`config.mk`:
```
export PLATFORM = sky130hd
export DESIGN_NAME = clk_div_prog
export DESIGN_NICKNAME = d
export VERILOG_FILES = /design/src/rtl/clk_div_pkg.sv /design/src/rtl/clk_div_prog.sv
export SDC_FILE = /design/constraint.sdc
export NUM_CORES = 1
export LEC_CHECK = 0
export ABC_CLOCK_PERIOD_IN_PS = 4000
export BUFFER_PORTS_ARGS = -buffer_cell sky130_fd_sc_hd__buf_2
export CAP_MARGIN = 40
export CELL_PAD_IN_SITES_DETAIL_PLACEMENT = 0
export CELL_PAD_IN_SITES_GLOBAL_PLACEMENT = 2
export CORE_MARGIN = 3
export CORE_UTILIZATION = 39
export DETAILED_ROUTE_END_ITERATION = 8
export PLACE_DENSITY = 0.78
export SYNTH_ARGS = -nofsm -noshare
export SYNTH_HDL_FRONTEND = slang
export SYNTH_SLANG_ARGS = --single-unit
```
`constraint.sdc`:
```
create_clock -name ref_clk -period 4 [get_ports ref_clk]
set_clock_uncertainty 0.1 [all_clocks]
set_input_delay 1.2 -clock ref_clk [delete_from_list [all_inputs] [get_ports ref_clk]]
set_output_delay 1.2 -clock ref_clk [all_outputs]
set_load 0.05 [all_outputs]
```
`src/rtl/clk_div_pkg.sv`:
```
// Shared types and constants for the programmable clock divider.
package clk_div_pkg;

    typedef enum logic {
        IDLE = 1'b0,
        RUN  = 1'b1
    } state_e;

    localparam int DEF_RATIO_W   = 8;
    localparam int MIN_DIV_RATIO = 2;

endpackage

```
`src/rtl/clk_div_prog.sv`:
```
// Programmable integer clock divider; ratio and enable changes land only on period boundaries.
// Optional one-cycle end-of-period tick output is built when CLK_DIV_TICK_EN is defined.
module clk_div_prog
    import clk_div_pkg::*;
#(
    parameter int RATIO_W     = DEF_RATIO_W,
    parameter int RESET_RATIO = 0
) (
    input  logic               ref_clk,
    input  logic               rst,
    input  logic               i_clk_en,
    input  logic [RATIO_W-1:0] i_ratio,
    input  logic               i_ratio_vld,
    output logic               o_ratio_rdy,
    output logic               o_div_clk,
    output logic               o_running,
    output logic               o_tick
);

    localparam logic [RATIO_W-1:0] RESET_RATIO_V = RATIO_W'(RESET_RATIO);
    localparam logic [RATIO_W-1:0] MIN_RATIO_V   = RATIO_W'(MIN_DIV_RATIO);
    localparam logic [RATIO_W-1:0] ONE_V         = RATIO_W'(1);

    state_e             state_q, state_d;
    logic [RATIO_W-1:0] act_ratio_q, act_ratio_d;
    logic [RATIO_W-1:0] pend_ratio_q, pend_ratio_d;
    logic               pend_vld_q, pend_vld_d;
    logic [RATIO_W-1:0] cnt_q, cnt_d;
    logic               div_q, div_d;

    logic               wrap;
    logic               boundary;
    logic               accept;
    logic [RATIO_W-1:0] eff_ratio;
    logic [RATIO_W-1:0] half_ratio;

    always_comb begin
        state_d      = state_q;
        act_ratio_d  = act_ratio_q;
        pend_ratio_d = pend_ratio_q;
        pend_vld_d   = pend_vld_q;
        cnt_d        = '0;
        div_d        = 1'b0;
        eff_ratio    = act_ratio_q;

        wrap     = (state_q == RUN) && (cnt_q == act_ratio_q - ONE_V);
        boundary = (state_q == IDLE) || wrap;
        accept   = i_ratio_vld && !pend_vld_q;

        // Accept and apply never coincide: accept needs pend_vld_q low, apply needs it high.
        if (accept) begin
            pend_ratio_d = i_ratio;
            pend_vld_d   = 1'b1;
        end

        if (boundary) begin
            if (pend_vld_q) begin
                act_ratio_d = pend_ratio_q;
                pend_vld_d  = 1'b0;
                eff_ratio   = pend_ratio_q;
            end
            state_d = (i_clk_en && (eff_ratio >= MIN_RATIO_V)) ? RUN : IDLE;
        end

        half_ratio = eff_ratio >> 1;

        if (state_d == RUN) begin
            cnt_d = (state_q == RUN && !wrap) ? cnt_q + ONE_V : '0;
            div_d = (cnt_d < half_ratio);
        end
    end

    always_ff @(posedge ref_clk or negedge rst) begin
        if (!rst) begin
            state_q      <= IDLE;
            act_ratio_q  <= RESET_RATIO_V;
            pend_ratio_q <= '0;
            pend_vld_q   <= 1'b0;
            cnt_q        <= '0;
            div_q        <= 1'b0;
        end else begin
            state_q      <= state_d;
            act_ratio_q  <= act_ratio_d;
            pend_ratio_q <= pend_ratio_d;
            pend_vld_q   <= pend_vld_d;
            cnt_q        <= cnt_d;
            div_q        <= div_d;
        end
    end

`ifdef CLK_DIV_TICK_EN
    logic tick_q, tick_d;

    // Registered so it is high exactly while cnt sits on the last phase of a RUN period.
    always_comb begin
        tick_d = (state_d == RUN) && (cnt_d == eff_ratio - ONE_V);
    end

    always_ff @(posedge ref_clk or negedge rst) begin
        if (!rst) begin
            tick_q <= 1'b0;
        end else begin
            tick_q <= tick_d;
        end
    end

    assign o_tick = tick_q;
`else
    assign o_tick = 1'b0;
`endif

    // Select only flips on a boundary, where div_q is at a clean period edge.
    assign o_div_clk   = (state_q == RUN) ? div_q : ref_clk;
    assign o_running   = (state_q == RUN);
    assign o_ratio_rdy = !pend_vld_q;

endmodule

```
==> Word-level counts from Yosys, hierarchy flattened <==
Cells that the tools add are included.
{ "classes": {"add_sub_neg": 2, "order_cmp": 2, "n_eq_ne": 1, "muxes": 12, "bitwise": 1, "reduce_logical": 7} }
{ "op_table": {"columns": ["cell", "count"], "rows": [
  ["$mux 8", 5],
  ["$add 8x1->8 const B", 1],
  ["$eq 8x8->1", 1],
  ["$ge 8x2->1 const B", 1],
  ["$lt 8x7->1", 1],
  ["$sub 8x1->8 const B", 1],
  ["$mux 1", 7],
  ["$logic_and 1x1->1", 4],
  ["$logic_not 1->1", 2],
  ["$logic_or 1x1->1", 1],
  ["$not 1->1", 1]
]} }
{ "word_totals": {"ff_bits": 27, "inputBits": 12, "out_inout_bits": 4} }

==> Depth between registers and ports, before layout <==
Gate-level depths: netlist of the first run.
{ "depth": {"ltp_word": 10, "mapped_depth": 16} }

==> results of run 1 <==
final timing paths:
check | from | to | slack [ns] | cells after the start
worst max-delay path | ref_clk | o_div_clk | 0.04 | 4
worst min-delay path | pend_ratio_q[0] | pend_ratio_q[0] | 0.41 | 1
worst max register to register | act_ratio_q[1] | div_q | 0.39 | 16
worst min register to register | pend_ratio_q[0] | pend_ratio_q[0] | 0.41 | 1
max in group asynchronous | rst | pend_ratio_q[7] | 2.68 | 1
min in group asynchronous | rst | cnt_q[5] | 0.72 | 1
per-stage QoR:
stage / std cells / cell area [um2] / util / setup WS, ns / power, W
2_1_floorplan: 157 / 1750 / - / 0.329 / 0.000295
3_3_place_gp: 217 / 1840 / 0.442 / 0.261 / 0.000307
3_5_place_dp: 217 / 1840 / 0.442 / 0.261 / 0.000308
4_1_cts: 224 / 1930 / 0.464 / 0.0134 / 0.000549
5_1_grt: 227 / 1960 / 0.470 / 0.00676 / 0.000568
6_report: 227 / 1960 / 0.470 / 0.0376 / 0.000539
logic make-up (layout without fill, tap and decap cells):
family / count (synthesis) / after routing / share of synthesized area
adder cells (fa/ha/maj): 8 / 8 / 0.0573
XOR/XNOR: 16 / 16 / 0.0845
AO/OA/AOI/OAI: 16 / 16 / 0.0952
buffers and inverters: 10 / 30 / 0.0379
flip-flops: 27 / 27 / 0.387
multiplexers: 25 / 25 / 0.167
other: 1 / 1 / 0.00215
AND/OR/NAND/NOR: 54 / 54 / 0.170
layer usage:
layer  part of all wire  vias to the layer above
met5                  0                        -
met4              0.016                        0
met3              0.038                        8
met2               0.48                       17
met1               0.47                      605
li1                   -                      598
layout by cell type (no fill, tap or decap), types with 2 or more instances in the layout:
| master | instances |
|---|---|
| mux2_4 | 5 |
| a221o_1 | 2 |
| a21o_1 | 2 |
| xor2_1 | 6 |
| xnor2_1 | 9 |
| a21oi_1 | 4 |
| and3_1 | 3 |
| clkbuf_8 | 6 |
| nor4_1 | 2 |
| mux2_2 | 13 |
| and3_2 | 3 |
| mux2i_1 | 7 |
| ha_1 | 8 |
| buf_4 | 6 |
| buf_2 | 13 |
| nor2_1 | 17 |
| nor3_2 | 2 |
| nor3_1 | 4 |
| nand4_1 | 2 |
| dfrtp_1 | 27 |
| inv_1 | 4 |
| nand3_1 | 8 |
| nand2_1 | 5 |
area by class of cell:
class / count / area share
flip-flops and latches: 27 / 0.345
clock buffers: 7 / 0.0460
inverters: 4 / 0.00766
repair buffers: 18 / 0.0524
clock inverters: 1 / 0.00383
well taps: 50 / 0.0319
multi-input cells: 120 / 0.513
power by group:
group / switching (W) / internal (W)
clock network: 0.000103 / 0.000134
logic: 0.0000109 / 0.00000912
registers: 0.00000451 / 0.000277
total: 0.000118 / 0.000420
worst max-delay path, stage by stage:
cell and delay, ns:
clkbuf_8 0.11, clkbuf_8 0.12, mux2_2 0.25, buf_4 0.19
sequential cells by signal (all words and copies together) (netlist names):
name          cells
act_ratio_q       8
cnt_q             8
div_q             1
o_running         1
pend_ratio_q      8
pend_vld_q        1
timing repair:
| item | 4_1_cts | 5_1_grt |
|---|---|---|
| setup buffers | 0 | 3 |
| gates resized for setup | 0 | 2 |
| setup endpoints to repair | 0 | 2 |
==> flow_metrics.tcl, run 1 <==
set metrics [dict create \
    nets 198 \
    multi_input_area_um2 1010 \
    routed_wl_mm 3.84 \
    area_growth_syn_to_layout_pct 12.1 \
    min_path_type "register to register" \
    max-slew-margin-rel 0.479 \
    synth_common_cells "dfrtp_1, nor2_1, mux2_2" \
    drc 0 \
    die_w_um 72.9 \
    synth_top_area_share 0.387 \
    met3_usage 0.0579 \
    tightest_slew_ns 0.779 \
    setup_tns_ns 0 \
    slew_violations 0 \
    vias 1228 \
    drt_iter0_markers 37 \
    avgSynthCellArea_um2 11.1 \
    clk_latency_ns 0.38 \
    worst_hold_slack_ns 0.414 \
    ant_nets 0 \
    grt_pass1_wl_mm 6.27 \
    placementRows 23 \
    synth_cell_type_count 43 \
    grt_use_met2 0.246 \
    dp_hpwl_mm 2.82 \
    synth_seq_cells 27 \
    cts_tree "built" \
    cp.arrival_ns 2.66 \
    synth_edf_count 0 \
    ys_top_cells_by_area "dfrtp_1, mux2_2, ha_1" \
    maxCapViolCount 0 \
    syn_inst 157 \
    p_per_area_nw_per_um2 275 \
    synth_flop_cell "dfrtp_1" \
    setup_viol 0 \
    routabilityCongestion 0.845 \
    endpoint_kind "output pin" \
    antenna_found_initial 0 \
    critPathRequiredTime_ns 2.70 \
    syn_area_um2 1750 \
    peakVddDrop_mv 0.110 \
    ys_async_sr_fraction 1.00 \
    diodes 0 \
    portBuffers 14 \
    clkTransAtPathRegs_ns 0.10 \
    fillers 392 \
    yosysTopAreaCell "dfrtp_1" \
    core_um2 4170 \
    status "finished clean" \
    start_kind "clock port" \
    use_met1 0.201 \
    ff_latch_area_um2 676 \
    ctsHoldBuffers 0 \
    fp.dieH_um 72.9 \
    start_util 0.419 \
    boundaryPins 16 \
    ys_seq_area_frac 0.387 \
    p_leak_nw 0.846 \
    crit_type "clock port to output pin" \
    first_pass_iters 5 \
    first_global_vias 1301 \
    yosys_warnings 0 \
    dieArea_um2 5320 \
    routedWlPerCell_um 16.9 \
    grt-busiest-layer "met2" \
    worstPathMaxFanout 2 \
    vias_per_cell 5.41 \
    grt_max_degree 28 \
    grt.overflow.total 0 \
    synthMostInstantiatedCell "dfrtp_1" \
    hold_violations 0 \
    drive_above_1_share 0.328 \
    rsz0062_at_grt "false" \
    track_usage 0.162 \
    synth.net_count 177 \
]
No activity file was read; power rests on OpenSTA's default activity.
==> run 2, diff against run 1 <==
--- a/config.mk
+++ b/config.mk
@@ -5,15 +5,17 @@
 export SDC_FILE = /design/constraint.sdc
 export NUM_CORES = 1
 export LEC_CHECK = 0
+export ABC_AREA = 1
 export ABC_CLOCK_PERIOD_IN_PS = 4000
 export BUFFER_PORTS_ARGS = -buffer_cell sky130_fd_sc_hd__buf_2
 export CAP_MARGIN = 40
 export CELL_PAD_IN_SITES_DETAIL_PLACEMENT = 0
 export CELL_PAD_IN_SITES_GLOBAL_PLACEMENT = 2
 export CORE_MARGIN = 3
-export CORE_UTILIZATION = 39
+export CORE_UTILIZATION = 35
+export CTS_CLUSTER_DIAMETER = 80
 export DETAILED_ROUTE_END_ITERATION = 8
-export PLACE_DENSITY = 0.78
+export PLACE_DENSITY = 0.79
 export SYNTH_ARGS = -nofsm -noshare
 export SYNTH_HDL_FRONTEND = slang
 export SYNTH_SLANG_ARGS = --single-unit
==> flow_metrics.tcl, run 2 <==
set metrics [dict create \
    status "finished clean" \
    routabilityCongestion 0.892 \
    rsz0062_at_grt "false" \
    synth_seq_cells 27 \
    drt_iter0_markers 45 \
    portBuffers 14 \
    endpoint_kind "output pin" \
    hold_violations 0 \
    first_global_vias 1434 \
    vias 1350 \
    avgSynthCellArea_um2 8.03 \
    track_usage 0.145 \
    synth_compound_gate_area_share 0.0910 \
    top_layer "met4" \
    final_common_cell "nand2_1" \
    antenna_found_initial 0 \
    slew_violations 0 \
    reg_top3 "act_ratio_q (8), cnt_q (8), pend_ratio_q (8)" \
    fillers 461 \
    worstPathMaxFanout 2 \
    ys_top_cells_by_area "dfrtp_1, nand2_1, inv_1" \
    synth.net_count 234 \
    first_pass_iters 4 \
    peakVddDrop_mv 0.142 \
    start_kind "clock port" \
    cts_setup_buffers 0 \
    swShare 0.210 \
    drc 0 \
    routedWlPerCell_um 12.9 \
    fp.dieH_um 76.1 \
    final_util 0.423 \
    ant_nets 0 \
    start_util 0.379 \
    cp.arrival_ns 2.68 \
    worst_path_max_delay_cell "mux2_2" \
    max-slew-margin-rel 0.587 \
    placementRows 24 \
    pwr-share-comb 0.024 \
    p_int_w 0.000412 \
    min_path_type "register to register" \
    vias_per_cell 4.58 \
    synth_common_cells "nand2_1, inv_1, dfrtp_1" \
    synthMostInstantiatedCell "nand2_1" \
    grt_max_degree 28 \
    area_growth_syn_to_layout_pct 11.5 \
    tightest_slew_ns 0.620 \
    clkTransAtPathRegs_ns 0.08 \
    crit_chain "clkbuf_8 -> clkbuf_8 -> mux2_2 -> buf_2" \
    p_switching_w 0.000109 \
    setup_viol 0 \
    syn_area_um2 1720 \
    critPathRequiredTime_ns 2.70 \
    synthXorXnorAreaFrac 0.0488 \
    yosys_warnings 0 \
    wl_met2_mm 1.79 \
    ctsHoldBuffers 0 \
    ys_async_sr_fraction 1.00 \
    dp_hpwl_mm 2.99 \
    drive_above_1_share 0.191 \
    met1Wirelength_mm 1.84 \
    synthAdderAreaFrac 0.0582 \
    multi_input_area_um2 880 \
    yosysTopAreaCell "dfrtp_1" \
    max_stage_delay_ns 0.24 \
    syn_inst 214 \
    synth_mux_area_frac 0.0524 \
    layout_common_cells "nand2_1, inv_1, dfrtp_1" \
    core_um2 4530 \
    synth_edf_count 0 \
    diodes 0 \
    boundaryPins 16 \
    synth_cell_type_count 34 \
    grt_pass1_wl_mm 6.71 \
    dieArea_um2 5790 \
    worst_r2r_path_depth 17 \
    setup_tns_ns 0 \
    routed_wl_mm 3.80 \
    wl_met3_um 134 \
    cp_common_cell "clkbuf_8" \
    p_per_area_nw_per_um2 272 \
    crit_type "clock port to output pin" \
    synth_top_family_by_area "simple AND/OR/NAND/NOR gates" \
    grt.overflow.total 0 \
    synth_flop_cell "dfrtp_1" \
    clkPwrFrac 0.453 \
    hold_depth 1 \
    clk_latency_ns 0.39 \
    die_w_um 76.1 \
    cts_tree "built" \
    p_leak_nw 1.05 \
    cts_resized 0 \
    synthSimpleGateAreaFrac 0.259 \
    synth_top_area_share 0.393 \
    ff_latch_area_um2 676 \
    ys_seq_area_frac 0.393 \
    pwr-share-seq 0.524 \
    maxCapViolCount 0 \
    nets 251 \
]
==> run 2: power by group through the flow <==
stage	Clock (W)	Combinational, W	Sequential (W)
3_5_place_dp	0.000000220	0.0000129	0.000278
3_3_place_gp	0.000000220	0.0000125	0.000278
6_report	0.000236	0.0000123	0.000273
5_1_grt	0.000258	0.0000142	0.000273
4_1_cts	0.000246	0.0000129	0.000273
2_1_floorplan	0.000000220	0.00000290	0.000278
==> run 2: metrics by stage <==
stage	cell area (um2)	setup WS (ns)	total power [W]	cells	hold slack, ns
after CTS	1920	0.0168	0.000532	295	0.414
after floorplan	1720	0.329	0.000281	214	0.374
after global routing	1920	0.000606	0.000545	295	0.435
final	1920	0.0249	0.000521	295	0.408
after detailed placement	1830	0.261	0.000291	288	0.393
after global placement	1830	0.261	0.000291	288	0.386
==> run 2: worst paths after layout <==
path | slack [ns] | to | from
setup / recovery | 0.02 | o_div_clk | ref_clk
hold / removal | 0.41 | pend_ratio_q[2] | pend_ratio_q[2]
setup reg to reg | 1.25 | div_q | act_ratio_q[0]
hold reg to reg | 0.41 | pend_ratio_q[2] | pend_ratio_q[2]
max in group asynchronous | 2.67 | pend_vld_q | rst
min in group asynchronous | 0.71 | pend_ratio_q[7] | rst
==> run 2: kinds of logic (layout without fill, tap and decap cells) <==
group                      count (synthesis)  after routing
AOI/OAI and AO/OA                         27             27
xor gates and xnor gates                   8              8
adders and majority gates                  8              8
buffers and inverters                     38             54
DFF                                       27             27
muxes                                      8              8
other                                      1              1
and+or+nand+nor                           97             97
==> run 2: worst max-delay path, delay by kind of cell <==
family / cells / cell delay [ns]
buffers and inverters: 3 / 0.43
multiplexers: 1 / 0.24
==> run 2: metal layers <==
layer | vias to the layer above | GRT usage
met1 | 604 | 0.187
met4 | 0 | 0.0471
met2 | 31 | 0.239
met3 | 6 | 0.0331
met5 | - | 0
li1 | 709 | -
==> run 2: final cells by class <==
class                           instances  area share
Clock buffer                            8      0.0477
Timing Repair Buffer                   13      0.0339
Tap cell                               65      0.0424
Sequential cell                        27       0.352
Multi-Input combinational cell        149       0.459
Inverter                               33      0.0646
